<file path="src/rtl/a_up_cntr_pkg.sv">
// Shared definitions for the free-running up-counter: default width,
// default count type and the next-count function (increment with wrap).
package a_up_cntr_pkg;

    localparam int unsigned CNTR_WIDTH_DEFAULT = 4;

    typedef logic [CNTR_WIDTH_DEFAULT-1:0] cntr_t;

    // Operands are zero-extended to 32 bits by the caller and the result is
    // truncated back to WIDTH, so the add behaves as a WIDTH-bit increment.
    function automatic logic [31:0] cntr_next(input logic [31:0] cur,
                                              input logic [31:0] max_cnt,
                                              input logic [31:0] rst_val);
        return (cur == max_cnt) ? rst_val : cur + 32'd1;
    endfunction

endpackage

</file>
<file path="src/rtl/a_up_cntr.sv">
// Free-running binary up-counter with asynchronous active-low reset; wraps to
// RESET_VALUE after MAX_COUNT. count is driven straight from the register.
module a_up_cntr
    import a_up_cntr_pkg::*;
#(
    parameter int unsigned      WIDTH       = CNTR_WIDTH_DEFAULT,
    parameter longint unsigned  MAX_COUNT   = (64'd1 << WIDTH) - 64'd1,
    parameter longint unsigned  RESET_VALUE = 64'd0
) (
    input  logic             clk,
    input  logic             rst,
    output logic [WIDTH-1:0] count
);

    generate
        if (WIDTH < 1 || WIDTH > 32) begin : g_bad_width
            $fatal(1, "a_up_cntr: WIDTH %0d outside 1..32", WIDTH);
        end
        if (MAX_COUNT < 1 || MAX_COUNT > ((64'd1 << WIDTH) - 64'd1)) begin : g_bad_max
            $fatal(1, "a_up_cntr: MAX_COUNT %0d not in 1..2**WIDTH-1", MAX_COUNT);
        end
        if (RESET_VALUE > MAX_COUNT) begin : g_bad_rst
            $fatal(1, "a_up_cntr: RESET_VALUE %0d exceeds MAX_COUNT %0d", RESET_VALUE, MAX_COUNT);
        end
    endgenerate

    localparam logic [31:0] MAX_C = 32'(MAX_COUNT);
    localparam logic [31:0] RST_C = 32'(RESET_VALUE);

    always_ff @(posedge clk or negedge rst) begin
        if (!rst) begin
            count <= WIDTH'(RST_C);
        end else begin
            count <= WIDTH'(cntr_next(32'(count), MAX_C, RST_C));
        end
    end

endmodule

</file>
<file path="config.mk">
export PLATFORM = sky130hd
export DESIGN_NAME = a_up_cntr
export DESIGN_NICKNAME = d
export VERILOG_FILES = /design/src/rtl/a_up_cntr_pkg.sv /design/src/rtl/a_up_cntr.sv
export SDC_FILE = /design/constraint.sdc
export NUM_CORES = 1
export LEC_CHECK = 0
export ABC_AREA = 1
export BUFFER_PORTS_ARGS = -buffer_cell sky130_fd_sc_hd__buf_2
export CAP_MARGIN = 20
export CORE_AREA = 2 2 39 41
export DETAILED_ROUTE_END_ITERATION = 10
export DIE_AREA = 0 0 41 43
export PLACE_DENSITY = 0.39
export SYNTH_ARGS = -nofsm -noshare
export SYNTH_HDL_FRONTEND = slang
export SYNTH_SLANG_ARGS = --single-unit
</file>
<file path="constraint.sdc">
create_clock -name clk -period 1 [get_ports clk]
set_input_delay 0.05 -clock clk [delete_from_list [all_inputs] [get_ports clk]]
set_output_delay 0.05 -clock clk [all_outputs]
set_load 0.02 [all_outputs]
</file>
# ---- Word-level counts from Yosys, hierarchy flattened
# Index checks and enable logic that the tools add are counted.
# Widths: inputs -> output; s select.
dict set report totals {
  reg_bits 4
  latchBits 0
  mem_bits_rw 0
  romBits 0
  input_bits 2
  out_inout_bits 4
  word_cells 4
  memories 0
}
dict set report classes {
  add_sub_neg 1
  mul 0
  n_div 0
  magnitude_cmp 0
  n_eq_ne 1
  shift 0
  muxes 1
  n_bitwise 0
  reduce_logical 0
}
# cell n
set ops {}
lappend ops {{$add 4x1->4 const B} 1}
lappend ops {{$eq 4x4->1 const B} 1}
lappend ops {{$mux 4} 1}

# ---- Longest topological paths before layout
dict set report logic_depth {
  depth_word 2
  mapped_depth 4
  mapped_depth_nobuf 4
}

# ---- Least setup slack after synthesis
# Ideal clock, no wire load.
dict set report synth_timing {
  path_kind {reg2reg}
  from {register count[0]}
  to {register count[0]}
  setup_ps 118
  t_arrival_ps 916
  required_time_ps 882
  setup_slack_ps -34
  path_stages_with_launch 5
  path_buffers 0
  synth_period_minus_slack_ps 1034
  cell_sequence {dfrtp_1 ha_1 nand2_1 o21bai_1 inv_1}
}
dict set report synth_between {
  elab_chain_len 2
  word_cells_on_any_way 3
  cone_classes {1 x add/sub; 1 x eq/ne; 1 x mux}
}
# element line
set synth_lines {}
lappend synth_lines {{start, declared} a_up_cntr.sv:12} ;# output logic [WIDTH-1:0] count
lappend synth_lines {{start signal, assigned} a_up_cntr.sv:32} ;# count <= WIDTH'(RST_C);
lappend synth_lines {{start signal, assigned} a_up_cntr.sv:34} ;# count <= WIDTH'(cntr_next(32'(count), MAX_C, RST_C));
lappend synth_lines {{$add 4x1->4 or $eq 4x4->1 (tied branches)} a_up_cntr_pkg.sv:14} ;# return (cur == max_cnt) ? rst_val : cur + 32'd1;
lappend synth_lines {{$mux 4 (*)} a_up_cntr_pkg.sv:14}
# Every way passes the cells marked *; elsewhere a longest branch is shown, timed or not.

# ---- Final worst setup path
# Same ends and word-level chain as after synthesis.

==> results.json <==
{
  "finalSetupTns_ns": 0,
  "io_buffers": 5,
  "peakVddDrop_mv": 0.338,
  "worstPathMaxFanout": 5,
  "crit_family": "flip-flops",
  "grt.busiest_layer": "met4",
  "r2r_slack_ns": 0.07,
  "fin_area_um2": 253,
  "ios": 6,
  "cp_data_required_time_ns": 1.12,
  "place_ws_ns": 0.0535,
  "skew_ns": 0.00388,
  "hp-class": "in -> async",
  "max-cap-violations": 0,
  "finalPower_mw": 0.369,
  "crit_chain": "ha_4 > nand2_1 > o21bai_1 > inv_1",
  "crit_slowest_cell": "dfrtp_2",
  "final-max-slew-violation-count": 0,
  "nNetsFinal": 28,
  "worst_skew_pair.late_latency_ns": 0.24,
  "fin_ws_ns": 0.0663,
  "cts_root_buf": "clkbuf_4",
  "grt_use_met3": 0.0471,
  "gp_congestion": 0.495,
  "rsz0062_at_grt": "false",
  "start_util": 0.116,
  "largest_reg_flops": 4,
  "vias_per_cell": 3.49,
  "ant_nets": 0,
  "globalRouteOverflowTotal": 0,
  "power_density_mw_per_mm2": 1460,
  "drc": 0,
  "cellLeakagePower_nw": 0.128,
  "regArea_um2": 103,
  "cts_buffer_depth": 2,
  "synth_seq_cells": 4,
  "first_pass_iters": 3,
  "fin_crit_ns": 0.934,
  "track_usage": 0.0525,
  "rows": 14,
  "slowest_delay_ns": 0.41,
  "clock-sinks": 4,
  "diodes": 0,
  "critPathArrivalTime_ns": 1.06,
  "fmax_mhz": 1070,
  "start_kind": "flop",
  "drt_wl_total_um": 318,
  "netlist_area_um2": 160,
  "synth.distinct_cells": 8,
  "grt_max_degree": 6,
  "multi_input_area_um2": 65.1,
  "status": "finished, final reports clean",
  "postSynthNetCount": 17,
  "htree_levels": 1,
  "reg2regPathDepth": 4,
  "crit_type": "reg -> reg",
  "core_area_mm2": 0.00138,
  "wire_per_inst_um": 8.15,
  "use_met2": 0.0500,
  "post-route-period-util": 0.934,
  "r2r-end": "count[0]",
  "worstMarginPinSlew_ns": 0.164,
  "critPathCaptureType": "flop",
  "die_h_um": 43,
  "hold_viol": 0,
  "crit_buf_inv": 1,
  "gr-usage-met1": 0.0490,
  "cts_tree": "done",
  "grt_pass1_wl_um": 496,
  "reg2reg_from": "count[0]",
  "grt_pass1_vias": 126,
  "vias": 136,
  "setup_viol": 0,
  "yosysSeqAreaShare": 0.625,
  "max-slew-margin-rel": 0.891,
  "top_register": "count",
  "dieArea_mm2": 0.00176,
  "syn_area_per_cell_um2": 11.4,
  "reg.largest.list": "count: 4 flops",
  "ys_warn_count": 0,
  "antenna_found_initial": 0,
  "post_cts_buffers": 0,
  "syn_to_final_growth_pct": 57.8,
  "die_w_um": 41,
  "clk_pin_slew_ns": 0.04,
  "fillers": 159,
  "post_dp_cell_area_um2": 208,
  "synthCells": 14,
  "drive_gt1_frac": 0.478,
  "drtIter0Drc": 6,
  "numCtsBuffers": 3
}
[worst reg2reg max path, delay by kind of cell (launching register included)]
kind / cells / cell delay (ns)
flops: 1 / 0.41
compound gates: 1 / 0.16
fa+ha+maj: 1 / 0.15
simple gates: 1 / 0.06
buf+inv: 1 / 0.05
[stage by stage]
stage,hold slack (ns),utilization,instances
finish,0.148,0.183,39
global route,0.171,0.183,39
global placement,-0.139,0.150,35
detailed placement,-0.136,0.150,35
floorplan,-0.246,-,14
CTS,0.142,0.174,39
[cell usage in the layout (no fill, tap or decap)]
cell type      Yosys  routed
xor2_1             1       1
dfrtp_2            0       2
inv_1              2       2
dfrtp_1            4       2
nand4_1            1       1
nand2_1            2       2
clkbuf_4           0       3
nand3_1            2       2
buf_2              0       5
dlygate4sd3_1      0       1
ha_4               0       1
o21bai_1           1       1
[cells by family (layout without fill, tap and decap cells)]
family                     count (synthesis)  count (layout)  share of synthesized area
AOI/OAI and AO/OA                          1               1                     0.0469
xor gates and xnor gates                   1               1                     0.0547
adders and majority gates                  1               1                     0.0781
buffers and inverters                      2              11                     0.0469
DFF                                        4               4                      0.625
and+or+nand+nor                            5               5                      0.148
[synth_stat cells]
master	n	area [µm²]
nand3_1	2	10.0
dfrtp_1	4	100
nand4_1	1	6.26
o21bai_1	1	7.51
xor2_1	1	8.76
ha_1	1	12.5
nand2_1	2	7.51
inv_1	2	7.51
[power by group]
group          internal, mW  switching (mW)
clock network         0.134          0.0648
registers             0.163               0
logic               0.00396         0.00366
[area by class of cell]
class | count | area share
Multi-Input combinational cell | 8 | 0.257
Tap cell | 16 | 0.0792
Clock buffer | 3 | 0.0891
Timing Repair Buffer | 6 | 0.139
Inverter | 2 | 0.0297
Sequential cell | 4 | 0.406
[timing repair]
action                     CTS  global route
hold buffers                 1             0
setup endpoints to repair    0             1
hold endpoints to repair     4             0
resized for setup            0             2
[how the worst max path moves through the flow]
stage,startpoint,to,slack (ns),depth (start not counted)
floorplan,count[0],count[2],0.03,2
global placement,count[0],count[0],0.07,4
detailed placement,count[0],count[0],0.05,4
CTS,count[0],count[0],0.05,4
global route,count[0],count[0],0.0005,4
finish,count[0],count[0],0.07,4
[routing by layer]
metal,share of wire,routed length (µm)
met4,0.050,16
met1,0.40,126
met3,0.19,60
met5,0,0
met2,0.36,114
No activity file was read; power rests on OpenSTA's default activity.
